<file path="config.mk">
export PLATFORM = sky130hd
export DESIGN_NAME = commit_progress_monitor
export DESIGN_NICKNAME = d
export VERILOG_FILES = /design/src/rtl/commit_monitor_pkg.sv /design/src/rtl/commit_core_tracker.sv /design/src/rtl/commit_progress_monitor.sv
export SDC_FILE = /design/constraint.sdc
export NUM_CORES = 1
export LEC_CHECK = 0
export ABC_AREA = 1
export CAP_MARGIN = 25
export CORE_MARGIN = 3
export CORE_UTILIZATION = 55
export CTS_CLUSTER_SIZE = 10
export DETAILED_ROUTE_END_ITERATION = 10
export MAX_ROUTING_LAYER = met4
export PLACE_DENSITY = 0.82
export SLEW_MARGIN = 30
export SYNTH_ARGS = -nofsm -noshare
export SYNTH_HDL_FRONTEND = slang
export SYNTH_SLANG_ARGS = --single-unit
</file>
<file path="constraint.sdc">
create_clock -name clock -period 7.7 [get_ports clock]
set_input_delay 1.925 -clock clock [delete_from_list [all_inputs] [get_ports clock]]
set_output_delay 1.925 -clock clock [all_outputs]
set_load 0.01 [all_outputs]
</file>
<file path="src/rtl/commit_monitor_pkg.sv">
// ---------------------------------------------------------------------------
// commit_monitor_pkg
// Shared types and helpers for the commit progress monitor:
//   tracker_state_e : per-core stall tracker states (RUN / STUCK)
//   report_state_e  : report streaming states (IDLE / SEND)
//   POPCOUNT_W      : widest lane vector popcount() accepts (COMMIT_WIDTH <= 64)
//   popcount()      : number of set bits in a zero-extended lane vector
// The report payload struct depends on the top-level widths, so it is declared
// as a parameterised typedef inside commit_progress_monitor.
// ---------------------------------------------------------------------------
package commit_monitor_pkg;

    typedef enum logic [0:0] {
        RUN   = 1'b0,
        STUCK = 1'b1
    } tracker_state_e;

    typedef enum logic [0:0] {
        IDLE = 1'b0,
        SEND = 1'b1
    } report_state_e;

    localparam int unsigned POPCOUNT_W = 64;

    // Count set bits; callers zero-extend narrower lane vectors to POPCOUNT_W.
    function automatic logic [6:0] popcount(input logic [POPCOUNT_W-1:0] bits);
        logic [6:0] cnt;
        cnt = 7'd0;
        for (int i = 0; i < POPCOUNT_W; i++) begin
            cnt = cnt + {6'd0, bits[i]};
        end
        return cnt;
    endfunction

endpackage

</file>
<file path="src/rtl/commit_core_tracker.sv">
// ---------------------------------------------------------------------------
// commit_core_tracker
// Per-core retirement tracker: lane popcount, wrap-around instruction
// counter, stall timer and the RUN/STUCK FSM.
// Ports:
//   clock, reset   : clock and synchronous active-high reset
//   lanes          : commit-valid lanes of this core (need not be contiguous)
//   is_walk        : core is walking; its lanes are not counted as commits
//   stuck_clear    : clears the stuck state and the stall timer
//   instr_cnt      : retired instruction count (registered, wraps)
//   stuck          : core is in STUCK (decoded from the state register)
//   stuck_next     : state after the coming edge will be STUCK
//   stuck_enter    : RUN->STUCK transition happens at the coming edge
// ---------------------------------------------------------------------------
module commit_core_tracker
    import commit_monitor_pkg::*;
#(
    parameter int unsigned COMMIT_WIDTH = 6,
    parameter int unsigned CNT_W        = 64,
    parameter int unsigned STUCK_LIMIT  = 2000
) (
    input  logic                    clock,
    input  logic                    reset,
    input  logic [COMMIT_WIDTH-1:0] lanes,
    input  logic                    is_walk,
    input  logic                    stuck_clear,
    output logic [CNT_W-1:0]        instr_cnt,
    output logic                    stuck,
    output logic                    stuck_next,
    output logic                    stuck_enter
);

    localparam int unsigned N_W   = $clog2(COMMIT_WIDTH + 1);
    localparam int unsigned TMR_W = $clog2(STUCK_LIMIT + 1);
    localparam logic [TMR_W-1:0] LIMIT = TMR_W'(STUCK_LIMIT);

    tracker_state_e     state_r;
    tracker_state_e     state_nxt_s;
    logic [TMR_W-1:0]   timer_r;
    logic [TMR_W-1:0]   timer_nxt_s;
    logic [TMR_W-1:0]   timer_inc_s;
    logic [N_W-1:0]     n_commit_s;
    logic               commit_s;
    logic [CNT_W-1:0]   instr_cnt_r;

    // Counted commits this cycle: a walking core retires nothing.
    always_comb begin
        n_commit_s = {N_W{1'b0}};
        if (is_walk) begin
            n_commit_s = {N_W{1'b0}};
        end else begin
            n_commit_s = N_W'(popcount(POPCOUNT_W'(lanes)));
        end
        commit_s    = (n_commit_s != {N_W{1'b0}});
        timer_inc_s = timer_r + {{(TMR_W-1){1'b0}}, 1'b1};
    end

    // Stall timer and RUN/STUCK next state; a clear overrides everything.
    always_comb begin
        state_nxt_s = state_r;
        timer_nxt_s = timer_r;
        if (stuck_clear) begin
            state_nxt_s = RUN;
            timer_nxt_s = {TMR_W{1'b0}};
        end else begin
            case (state_r)
                RUN: begin
                    if (commit_s) begin
                        state_nxt_s = RUN;
                        timer_nxt_s = {TMR_W{1'b0}};
                    end else begin
                        timer_nxt_s = timer_inc_s;
                        if (timer_inc_s == LIMIT) begin
                            state_nxt_s = STUCK;
                        end else begin
                            state_nxt_s = RUN;
                        end
                    end
                end
                STUCK: begin
                    // Commits do not leave STUCK; timer stays saturated.
                    state_nxt_s = STUCK;
                    timer_nxt_s = timer_r;
                end
                default: begin
                    state_nxt_s = RUN;
                    timer_nxt_s = {TMR_W{1'b0}};
                end
            endcase
        end
    end

    // State register, stall timer and instruction counter.
    always_ff @(posedge clock) begin
        if (reset) begin
            state_r     <= RUN;
            timer_r     <= {TMR_W{1'b0}};
            instr_cnt_r <= {CNT_W{1'b0}};
        end else begin
            state_r     <= state_nxt_s;
            timer_r     <= timer_nxt_s;
            instr_cnt_r <= instr_cnt_r + CNT_W'(n_commit_s);
        end
    end

    // Output decode from the state register and the next-state logic.
    always_comb begin
        stuck       = (state_r == STUCK);
        stuck_next  = (state_nxt_s == STUCK);
        stuck_enter = (state_r == RUN) && (state_nxt_s == STUCK);
    end

    assign instr_cnt = instr_cnt_r;

endmodule

</file>
<file path="src/rtl/commit_progress_monitor.sv">
// ---------------------------------------------------------------------------
// commit_progress_monitor
// Tracks retirement progress of NUM_CORES cores, flags stalled cores and
// streams periodic per-core progress reports over a valid/ready port.
// Ports:
//   clock, reset        : clock and synchronous active-high reset
//   commit_valid        : lane j of core i at bit i*COMMIT_WIDTH+j
//   commit_is_walk      : per-core walk indication (lanes not counted)
//   stuck_clear         : clears all stuck flags and stall timers
//   instr_cnt           : per-core retired count, core i at slice i
//   cycle_cnt           : cycles since reset (wraps)
//   stuck / stuck_any   : sticky per-core stuck flags and their OR
//   stuck_first         : index of the first core that went stuck
//   report_valid/ready  : report stream handshake
//   report_core/cycle/instr : report payload
//   report_drop_cnt     : snapshots skipped while a stream was in flight
// ---------------------------------------------------------------------------
module commit_progress_monitor
    import commit_monitor_pkg::*;
#(
    parameter int unsigned NUM_CORES       = 2,
    parameter int unsigned COMMIT_WIDTH    = 6,
    parameter int unsigned CNT_W           = 64,
    parameter int unsigned STUCK_LIMIT     = 2000,
    parameter int unsigned REPORT_INTERVAL = 10000,
    parameter int unsigned IDX_W           = (NUM_CORES > 1) ? $clog2(NUM_CORES) : 1
) (
    input  logic                              clock,
    input  logic                              reset,
    input  logic [NUM_CORES*COMMIT_WIDTH-1:0] commit_valid,
    input  logic [NUM_CORES-1:0]              commit_is_walk,
    input  logic                              stuck_clear,
    output logic [NUM_CORES*CNT_W-1:0]        instr_cnt,
    output logic [CNT_W-1:0]                  cycle_cnt,
    output logic [NUM_CORES-1:0]              stuck,
    output logic                              stuck_any,
    output logic [IDX_W-1:0]                  stuck_first,
    output logic                              report_valid,
    input  logic                              report_ready,
    output logic [IDX_W-1:0]                  report_core,
    output logic [CNT_W-1:0]                  report_cycle,
    output logic [CNT_W-1:0]                  report_instr,
    output logic [15:0]                       report_drop_cnt
);

    typedef struct packed {
        logic [IDX_W-1:0] core;
        logic [CNT_W-1:0] cycle;
        logic [CNT_W-1:0] instr;
    } report_payload_t;

    localparam int unsigned IV_W = $clog2(REPORT_INTERVAL);
    localparam logic [IV_W-1:0]  IV_RELOAD = IV_W'(REPORT_INTERVAL - 1);
    localparam logic [IDX_W-1:0] LAST_CORE = IDX_W'(NUM_CORES - 1);

    logic [CNT_W-1:0]     core_instr_s [NUM_CORES];
    logic [NUM_CORES-1:0] stuck_s;
    logic [NUM_CORES-1:0] stuck_next_s;
    logic [NUM_CORES-1:0] stuck_enter_s;

    logic                 stuck_any_r;
    logic [IDX_W-1:0]     stuck_first_r;
    logic [IDX_W-1:0]     stuck_first_nxt_s;
    logic [IDX_W-1:0]     enter_idx_s;
    logic                 enter_found_s;

    logic [CNT_W-1:0]     cycle_cnt_r;
    logic [IV_W-1:0]      iv_cnt_r;
    logic                 trigger_s;

    report_state_e        rep_state_r;
    report_state_e        rep_state_nxt_s;
    logic                 rep_valid_s;
    logic                 accept_s;
    logic                 load_s;
    logic [IDX_W-1:0]     rep_core_r;
    logic [CNT_W-1:0]     snap_cycle_r;
    logic [CNT_W-1:0]     snap_instr_r [NUM_CORES];
    logic [15:0]          drop_cnt_r;
    report_payload_t      payload_s;

    // ---------------------------------------------------------------
    // Per-core trackers
    // ---------------------------------------------------------------
    for (genvar gi = 0; gi < NUM_CORES; gi++) begin : g_core
        commit_core_tracker #(
            .COMMIT_WIDTH (COMMIT_WIDTH),
            .CNT_W        (CNT_W),
            .STUCK_LIMIT  (STUCK_LIMIT)
        ) u_tracker (
            .clock       (clock),
            .reset       (reset),
            .lanes       (commit_valid[gi*COMMIT_WIDTH +: COMMIT_WIDTH]),
            .is_walk     (commit_is_walk[gi]),
            .stuck_clear (stuck_clear),
            .instr_cnt   (core_instr_s[gi]),
            .stuck       (stuck_s[gi]),
            .stuck_next  (stuck_next_s[gi]),
            .stuck_enter (stuck_enter_s[gi])
        );
        assign instr_cnt[gi*CNT_W +: CNT_W] = core_instr_s[gi];
    end

    // ---------------------------------------------------------------
    // First-stuck arbitration
    // ---------------------------------------------------------------

    // Lowest-index core entering STUCK this cycle; latched only when no
    // core is stuck yet, so a later entrant never overwrites the first.
    always_comb begin
        enter_idx_s   = {IDX_W{1'b0}};
        enter_found_s = 1'b0;
        for (int i = 0; i < NUM_CORES; i++) begin
            if (!enter_found_s && stuck_enter_s[i]) begin
                enter_idx_s   = IDX_W'(i);
                enter_found_s = 1'b1;
            end else begin
                enter_found_s = enter_found_s;
            end
        end
        if (stuck_clear) begin
            stuck_first_nxt_s = {IDX_W{1'b0}};
        end else if (!stuck_any_r && enter_found_s) begin
            stuck_first_nxt_s = enter_idx_s;
        end else begin
            stuck_first_nxt_s = stuck_first_r;
        end
    end

    // Registered stuck summary and first-stuck index.
    always_ff @(posedge clock) begin
        if (reset) begin
            stuck_any_r   <= 1'b0;
            stuck_first_r <= {IDX_W{1'b0}};
        end else begin
            stuck_any_r   <= |stuck_next_s;
            stuck_first_r <= stuck_first_nxt_s;
        end
    end

    // ---------------------------------------------------------------
    // Cycle counter and report interval timer
    // ---------------------------------------------------------------
    assign trigger_s = (iv_cnt_r == {IV_W{1'b0}});

    // Free-running cycle counter and interval down-counter.
    always_ff @(posedge clock) begin
        if (reset) begin
            cycle_cnt_r <= {CNT_W{1'b0}};
            iv_cnt_r    <= IV_RELOAD;
        end else begin
            cycle_cnt_r <= cycle_cnt_r + {{(CNT_W-1){1'b0}}, 1'b1};
            if (trigger_s) begin
                iv_cnt_r <= IV_RELOAD;
            end else begin
                iv_cnt_r <= iv_cnt_r - {{(IV_W-1){1'b0}}, 1'b1};
            end
        end
    end

    // ---------------------------------------------------------------
    // Report FSM
    // ---------------------------------------------------------------

    // Report state register.
    always_ff @(posedge clock) begin
        if (reset) begin
            rep_state_r <= IDLE;
        end else begin
            rep_state_r <= rep_state_nxt_s;
        end
    end

    // Report next state: leave SEND once the last core's beat is accepted.
    always_comb begin
        rep_state_nxt_s = rep_state_r;
        case (rep_state_r)
            IDLE: begin
                if (trigger_s) begin
                    rep_state_nxt_s = SEND;
                end else begin
                    rep_state_nxt_s = IDLE;
                end
            end
            SEND: begin
                if (report_ready && (rep_core_r == LAST_CORE)) begin
                    rep_state_nxt_s = IDLE;
                end else begin
                    rep_state_nxt_s = SEND;
                end
            end
            default: begin
                rep_state_nxt_s = IDLE;
            end
        endcase
    end

    // Report output decode and datapath strobes.
    always_comb begin
        rep_valid_s = (rep_state_r == SEND);
        accept_s    = rep_valid_s && report_ready;
        load_s      = (rep_state_r == IDLE) && trigger_s;
    end

    // Snapshot and beat sequencing. The snapshot array is a shift register
    // whose head is always the instruction count of the core being sent.
    always_ff @(posedge clock) begin
        if (reset) begin
            rep_core_r   <= {IDX_W{1'b0}};
            snap_cycle_r <= {CNT_W{1'b0}};
            drop_cnt_r   <= 16'd0;
            for (int i = 0; i < NUM_CORES; i++) begin
                snap_instr_r[i] <= {CNT_W{1'b0}};
            end
        end else begin
            if (load_s) begin
                rep_core_r   <= {IDX_W{1'b0}};
                snap_cycle_r <= cycle_cnt_r;
                for (int i = 0; i < NUM_CORES; i++) begin
                    snap_instr_r[i] <= core_instr_s[i];
                end
            end else if (accept_s && (rep_core_r != LAST_CORE)) begin
                rep_core_r <= rep_core_r + {{(IDX_W-1){1'b0}}, 1'b1};
                for (int i = 0; i < NUM_CORES - 1; i++) begin
                    snap_instr_r[i] <= snap_instr_r[i+1];
                end
            end else begin
                rep_core_r <= rep_core_r;
            end
            // A trigger during a stream is dropped, not queued.
            if (trigger_s && rep_valid_s && (drop_cnt_r != 16'hFFFF)) begin
                drop_cnt_r <= drop_cnt_r + 16'd1;
            end else begin
                drop_cnt_r <= drop_cnt_r;
            end
        end
    end

    always_comb begin
        payload_s.core  = rep_core_r;
        payload_s.cycle = snap_cycle_r;
        payload_s.instr = snap_instr_r[0];
    end

    assign cycle_cnt       = cycle_cnt_r;
    assign stuck           = stuck_s;
    assign stuck_any       = stuck_any_r;
    assign stuck_first     = stuck_first_r;
    assign report_valid    = rep_valid_s;
    assign report_core     = payload_s.core;
    assign report_cycle    = payload_s.cycle;
    assign report_instr    = payload_s.instr;
    assign report_drop_cnt = drop_cnt_r;

endmodule
</file>
==> flow_metrics.env, run 1 <==
export IMPL_ys_warn_count=0
export IMPL_postRouteAntennaNets=0
export IMPL_synthCells=2870
export IMPL_num_rows=72
export IMPL_wl_per_cell_um=21.78
export IMPL_synth_xor_area_share_pct=1.230
export IMPL_p_leak_nw=8.599
export IMPL_yosysTopAreaCellShare_pct=28.47
export IMPL_die_area_sq_um=42590
export IMPL_totalWireLength_um=81990
export IMPL_vdd_drop_max_mv=0.2116
export IMPL_setup_viol=0
export IMPL_cp_max_fo=7
export IMPL_max_freq_mhz=179.6
export IMPL_synth_top_family_by_area="simple AND/OR/NAND/NOR gates"
export IMPL_cts_made_buffers=51
export IMPL_slowest_stage="fa_1"
export IMPL_grt_overflow=0
export IMPL_area_growth_pct=24.37
export IMPL_dp_hpwl_um=61980
export IMPL_maxCapViolCount=0
export IMPL_die_w_um=206.4
export IMPL_critical_path_buf_inv_count=4
export IMPL_tns_ns=0
export IMPL_muxShareOfSynthArea_pct=0
export IMPL_worstSetupEndpointType="flop"
export IMPL_cts_hold_buf=0
export IMPL_numClockSinks=442
export IMPL_netlist_top_cells_area="dfxtp_1 (28%), edfxtp_1 (17%), nand2_1 (10%), inv_1 (6.7%), nor2_1 (6.0%)"
export IMPL_path_clk_slew_ns=0.06
export IMPL_clock_latency_ns=0.60
export IMPL_cts_buffer_depth=3
export IMPL_cp_arrival_ns=5.99
export IMPL_die_y_um=206.4
export IMPL_skew_ns=0.02224
export IMPL_grt_antenna_before_repair=0
export IMPL_drcViolationCount=0
export IMPL_worst_ep_required_time_ns=8.13
export IMPL_power_density_nw_per_um2=179.3
export IMPL_grtUsageMet3_pct=6.851
export IMPL_syn_cell_area_sq_um=22080
export IMPL_globalRouteTotalUtil_pct=38.61
export IMPL_grt_pass1_wl_um=122000
export IMPL_cts_htree_levels=2
export IMPL_final_area_sq_um=27460
export IMPL_gp_congestion=1.029
export IMPL_hold_class="flop to flop"
export IMPL_initial_core_util_pct=56.35
export IMPL_status="complete, no violations"
export IMPL_core_area_sq_um=39190
export IMPL_syn_mean_instance_area_sq_um=7.694
export IMPL_slew_headroom_pct=27.92
export IMPL_min_period_ns=5.568
export IMPL_rr_endpoint="snap_instr_r[0][63]$_DFFE_PP_"
export IMPL_r2r_setup_slack_ns=4.83
export IMPL_syn_num_nets=2911
export IMPL_synth_top_area_cell="dfxtp_1"
export IMPL_max_slew_worst_pin_slew_ns=1.073
export IMPL_n_antenna_cell=0
export IMPL_ios=360
export IMPL_cts_tree="yes"
export IMPL_crit_path_start="commit_valid[0]"
export IMPL_path_cells="clkdlybuf4s50_1 > ha_1 > inv_1 > fa_1 > fa_1 > fa_1 > inv_1 > nand2_1 > fa_1 > inv_1 > nand2_1 > a21oi_4 > nand2_1 > nor3_1 > nand3_1 > nand2_1 > a21oi_1"
export IMPL_yosysSeqAreaShare_pct=45.87
export IMPL_synth_fa_ha_area_share_pct=1.575
export IMPL_endpoint="g_core[0].u_tracker.instr_cnt[54]$_SDFF_PP0_"
export IMPL_drt_iter0_drc=2384
export IMPL_finish_utilization_pct=70.08
export IMPL_cpPeakStageDelay_ns=0.46
export IMPL_report_final_slew_viol_count=0
export IMPL_cp_top_family="adder cells"
export IMPL_dr_pass1_iters=7
export IMPL_hold_violations=0
export IMPL_synth_compound_area_share_pct=12.75
export IMPL_cts_root_buf="clkbuf_16"
export IMPL_nets=3257
export IMPL_synthSimpleGateAreaFrac_pct=29.66
export IMPL_post_cts_buffers=0
export IMPL_reg2reg_depth=8
export IMPL_synth_flop_cell="dfxtp_1"
export IMPL_path_depth=17
export IMPL_path_class="input pin to flop"
export IMPL_rsz0062_at_grt="false"
export IMPL_grt_pass1_vias=21370
export IMPL_synth_enable_flop_cells=128
export IMPL_synth_async_reset_ratio_pct=0
export IMPL_routed_via_density=5.906
export IMPL_r2r_start="iv_cnt_r[0]$_SDFF_PP1_"
export IMPL_place_area_sq_um=25970
export IMPL_io_buffers=359
export IMPL_yosysUniqueCellTypes=50
export IMPL_met2_usage_pct=62.24
export IMPL_use_met1_pct=45.21
export IMPL_grt_busiest_layer="met2"
export IMPL_ctsResizeCount=0
export IMPL_vias=22230
export IMPL_cp_start_kind="input pin"
export IMPL_grt_max_degree=124
export IMPL_fin_crit_sh_pct=72.32
export IMPL_synth_seq_cells=442
export IMPL_drive_above_1_share_pct=7.887
-- placed cells by master (no fill, tap or decap), types with 3 or more instances in the layout --
master and instances:
nor2_4 4, nor3_2 12, clkbuf_16 51, nand2_1 605, o22ai_2 64, inv_1 395
a21oi_1 217, inv_6 3, buf_4 5, nand4_1 98, dfxtp_1 314, ha_1 15
inv_2 4, o21a_1 4, clkbuf_1 23, clkdlybuf4s50_1 358, or2_0 6, clkbuf_8 5
nor4_1 3, xor2_1 24, o21ai_0 69, nor2_2 12, nand3_1 215, nor3_1 116
xnor2_1 7, and2_1 6, edfxtp_1 128, or2_2 17, and3_1 3, buf_6 3
fa_1 8, o21ai_2 53, nand2_2 9, nand3b_1 8, nor2_1 354
-- worst min path at each step --
stage                                 startpoint                endpoint  slack [ns]  cells past startpoint
after floorplan           iv_cnt_r[0]$_SDFF_PP1_  iv_cnt_r[0]$_SDFF_PP1_        0.37                      1
after global placement    iv_cnt_r[0]$_SDFF_PP1_  iv_cnt_r[0]$_SDFF_PP1_        0.37                      1
after detailed placement  iv_cnt_r[0]$_SDFF_PP1_  iv_cnt_r[0]$_SDFF_PP1_        0.40                      1
after CTS                 iv_cnt_r[0]$_SDFF_PP1_  iv_cnt_r[0]$_SDFF_PP1_        0.41                      1
after global routing      iv_cnt_r[0]$_SDFF_PP1_  iv_cnt_r[0]$_SDFF_PP1_        0.44                      1
final                     iv_cnt_r[0]$_SDFF_PP1_  iv_cnt_r[0]$_SDFF_PP1_        0.41                      1
-- registers in the layout, indices dropped and copies added (netlist names), 2 cells and up --
name                        cells
g_core.u_tracker.instr_cnt    128
snap_instr_r                  128
cycle_cnt                      64
report_cycle                   64
g_core.u_tracker.timer_r       22
report_drop_cnt                16
iv_cnt_r                       14
g_core.u_tracker.stuck          2
-- power by group --
part	switching (mW)	internal (mW)	total [mW]
clock	0.962	1.26	2.23
combinational	0.148	0.0836	0.232
sequential	0.0334	2.43	2.47
total	1.14	3.78	4.92
-- cells in the mapped netlist, types with 2 or more instances --
cell type / n
nand2_1: 606
inv_1: 396
nor2_1: 354
dfxtp_1: 314
a21oi_1: 217
nand3_1: 217
edfxtp_1: 128
nor3_1: 116
nand4_1: 98
o21ai_0: 69
o22ai_2: 64
o21ai_2: 53
clkbuf_1: 36
xor2_1: 24
buf_6: 20
or2_2: 17
ha_1: 15
nor2_2: 12
nor3_2: 12
buf_2: 9
fa_1: 8
nand2_2: 8
nand3b_1: 8
buf_1: 7
xnor2_1: 7
and2_1: 6
or2_0: 6
inv_2: 4
nor2_4: 4
o21a_1: 4
and3_1: 3
buf_4: 3
nor4_1: 3
a21oi_4: 2
nand3_2: 2
nor3b_1: 2
o21bai_1: 2
o31ai_1: 2
-- area by class of cell --
| cell class | count | area [sq um] |
|---|---|---|
| flip-flops and latches | 442 | 10130 |
| clock inverters | 4 | 31.28 |
| repair buffers | 368 | 3695 |
| clock buffers | 79 | 1431 |
| well taps | 518 | 648.1 |
| multi-input cells | 1951 | 10010 |
| fillers | 3117 | 11730 |
| inverters | 402 | 1513 |
-- per-stage QoR --
step	total power, mW	setup WS [ns]	hold WS [ns]	std cells
after global placement	2.731	1.801	0.3747	3680
after detailed placement	2.741	1.608	0.4009	3680
after CTS	4.923	2.183	0.4144	3763
after floorplan	2.631	2.492	0.3663	2870
after global routing	5.037	1.922	0.4424	3764
final	4.924	2.132	0.4106	3764
-- metal layers --
metal,part of all wire [%],wire (um)
met5,0,0
met4,7.1,5858
met3,9.7,7922
met2,47,38340
met1,36,29870
-- cells by family (layout without fill, tap and decap cells) --
| logic type | after synthesis | after routing |
|---|---|---|
| AO/OA/AOI/OAI | 417 | 417 |
| adder cells (fa/ha/maj) | 23 | 23 |
| buffers and inverters | 477 | 853 |
| AND/OR/NAND/NOR | 1480 | 1480 |
| flip-flops | 442 | 442 |
| XOR/XNOR | 31 | 31 |
No activity file was read; power rests on OpenSTA's default activity.
==> run 2: changes to the inputs <==
--- a/config.mk
+++ b/config.mk
@@ -8,11 +8,11 @@
 export ABC_AREA = 1
 export CAP_MARGIN = 25
 export CORE_MARGIN = 3
-export CORE_UTILIZATION = 55
+export CORE_UTILIZATION = 54
 export CTS_CLUSTER_SIZE = 10
 export DETAILED_ROUTE_END_ITERATION = 10
 export MAX_ROUTING_LAYER = met4
-export PLACE_DENSITY = 0.82
+export PLACE_DENSITY = 0.81
 export SLEW_MARGIN = 30
 export SYNTH_ARGS = -nofsm -noshare
 export SYNTH_HDL_FRONTEND = slang
==> constraint.sdc (replaced) <==
create_clock -name clock -period 5.5 [get_ports clock]
set_input_delay 1.375 -clock clock [delete_from_list [all_inputs] [get_ports clock]]
set_output_delay 1.375 -clock clock [all_outputs]
set_load 0.01 [all_outputs]
==> flow_metrics.env, run 2 (synthesis results as in run 1) <==
export IMPL_grt_antenna_before_repair=1
export IMPL_die_w_um=208.2
export IMPL_ctsResizeCount=0
export IMPL_drt_met1_wl_um=30220
export IMPL_vdd_drop_max_mv=0.2597
export IMPL_r2r_start="g_core[0].u_tracker.instr_cnt[0]$_SDFF_PP0_"
export IMPL_max_freq_mhz=202.5
export IMPL_fin_ws_ns=0.5621
export IMPL_die_area_sq_um=43350
export IMPL_crit_path_start="commit_valid[0]"
export IMPL_layout_commonest_cell="nand2_1"
export IMPL_hp_start="iv_cnt_r[0]$_SDFF_PP1_"
export IMPL_status="complete, no violations"
export IMPL_n_fill_cell=3277
export IMPL_place_inst=3704
export IMPL_dp_hpwl_um=61830
export IMPL_slowest_stage="fa_1"
export IMPL_grt_pass1_wl_um=121300
export IMPL_path_cells="clkdlybuf4s50_1 > ha_1 > inv_1 > fa_1 > fa_1 > fa_1 > inv_1 > nand2_1 > fa_1 > inv_1 > nand2_1 > a21oi_4 > nand2_1 > nor2_2 > nand2_1 > o21ai_0 > a21oi_1"
export IMPL_multi_input_area_sq_um=10010
export IMPL_stdcell_count=3793
export IMPL_setup_viol=0
export IMPL_vias=22020
export IMPL_internal_power_mw=5.390
export IMPL_report_final_slew_viol_count=0
export IMPL_swShare_pct=22.99
export IMPL_post_cts_buffers=0
export IMPL_hold_ws_ns=0.3894
export IMPL_area_growth_pct=25.45
export IMPL_p_sw_mw=1.609
export IMPL_min_period_ns=4.938
export IMPL_power_density_nw_per_um2=252.7
export IMPL_io_buffers=359
export IMPL_worstSetupEndpointType="flop"
export IMPL_initial_core_util_pct=55.07
export IMPL_preCtsSetupSlack_ns=-0.001604
export IMPL_rsz0062_at_grt="false"
export IMPL_path_clk_slew_ns=0.06
export IMPL_dr_max_layer_used="met4"
export IMPL_totalWireLength_um=80380
export IMPL_hold_class="flop to flop"
export IMPL_skew_ns=0.01364
export IMPL_grt_pass1_vias=21110
export IMPL_seqCellArea_sq_um=10130
export IMPL_slew_headroom_pct=34.50
export IMPL_p_leak_nw=8.729
export IMPL_cts_root_buf="clkbuf_16"
export IMPL_reg2reg_depth=11
export IMPL_combinationalPowerShare_pct=4.7
export IMPL_fin_crit_sh_pct=89.78
export IMPL_hold_violations=0
export IMPL_tns_ns=0
export IMPL_worst_ep_required_time_ns=5.94
export IMPL_ios=360
export IMPL_dr_pass1_iters=9
export IMPL_path_class="input pin to flop"
export IMPL_final_cell_mix="nand2_1 (605), inv_1 (395), clkdlybuf4s50_1 (358)"
export IMPL_cp_arrival_ns=5.38
export IMPL_pwr_share_seq_pct=49.3
export IMPL_cts_made_buffers=52
export IMPL_dr_wl_met3_um=7098
export IMPL_cpPeakStageDelay_ns=0.44
export IMPL_cts_hold_buf=0
export IMPL_nets=3274
export IMPL_clock_latency_ns=0.60
export IMPL_cp_max_fo=7
export IMPL_drcViolationCount=0
export IMPL_numClockSinks=442
export IMPL_wl_per_cell_um=21.19
export IMPL_maxCapViolCount=0
export IMPL_die_y_um=208.2
export IMPL_final_area_sq_um=27700
export IMPL_grt_overflow=0
export IMPL_place_area_sq_um=26160
export IMPL_cts_tree="yes"
export IMPL_cts_buffer_depth=3
export IMPL_cp_start_kind="input pin"
export IMPL_num_rows=73
export IMPL_total_power_mw=6.999
export IMPL_core_area_sq_um=40100
export IMPL_routed_via_density=5.805
export IMPL_globalRouteTotalUtil_pct=36.76
export IMPL_finish_utilization_pct=69.08
export IMPL_max_slew_worst_pin_slew_ns=0.9825
export IMPL_worstHoldPathCells=1
export IMPL_clock_power_share_pct=46.0
export IMPL_grt_max_degree=97
export IMPL_wl_met2_um=38410
export IMPL_cts_htree_levels=2
export IMPL_drt_iter0_drc=2178
export IMPL_gp_congestion=1.000
export IMPL_postRouteAntennaNets=0
export IMPL_drive_above_1_share_pct=8.387
run 2: final timing paths:
check | endpoint | slack [ns]
worst max-delay path | g_core[0].u_tracker.instr_cnt[62]$_SDFF_PP0_ | 0.56
worst min-delay path | iv_cnt_r[0]$_SDFF_PP1_ | 0.39
worst max register to register | g_core[0].u_tracker.instr_cnt[62]$_SDFF_PP0_ | 2.88
worst min register to register | iv_cnt_r[0]$_SDFF_PP1_ | 0.39
run 2: critical path: cells and delay by family:
family                     cells  cell delay (ns)
AOI/OAI and AO/OA              3             0.53
buffers and inverters          4             0.65
adders and majority gates      5             1.97
and+or+nand+nor                5             0.83
run 2: per-layer routing:
metal  global-route usage (%)  up-vias
met4                    18.07        0
met5                        -        -
met1                    43.50    10380
li1                         -    10200
met3                    6.242      251
met2                    60.96     1187
run 2: power by group through the flow:
stage	Sequential (mW)	Clock, mW	Combinational, mW
final	3.45	3.22	0.327
after global routing	3.45	3.37	0.354
after detailed placement	3.52	0	0.325
after CTS	3.45	3.24	0.327
after global placement	3.52	0	0.312
after floorplan	3.52	0	0.164
run 2: layout make-up:
class,instances,share of cell area (%)
Clock inverter,7,0.2349
Inverter,402,5.461
Tap cell,525,2.371
Sequential cell,442,36.57
Multi-Input combinational cell,1951,36.15
Antenna cell,1,0.009034
Timing Repair Buffer,384,13.89
Clock buffer,81,5.312
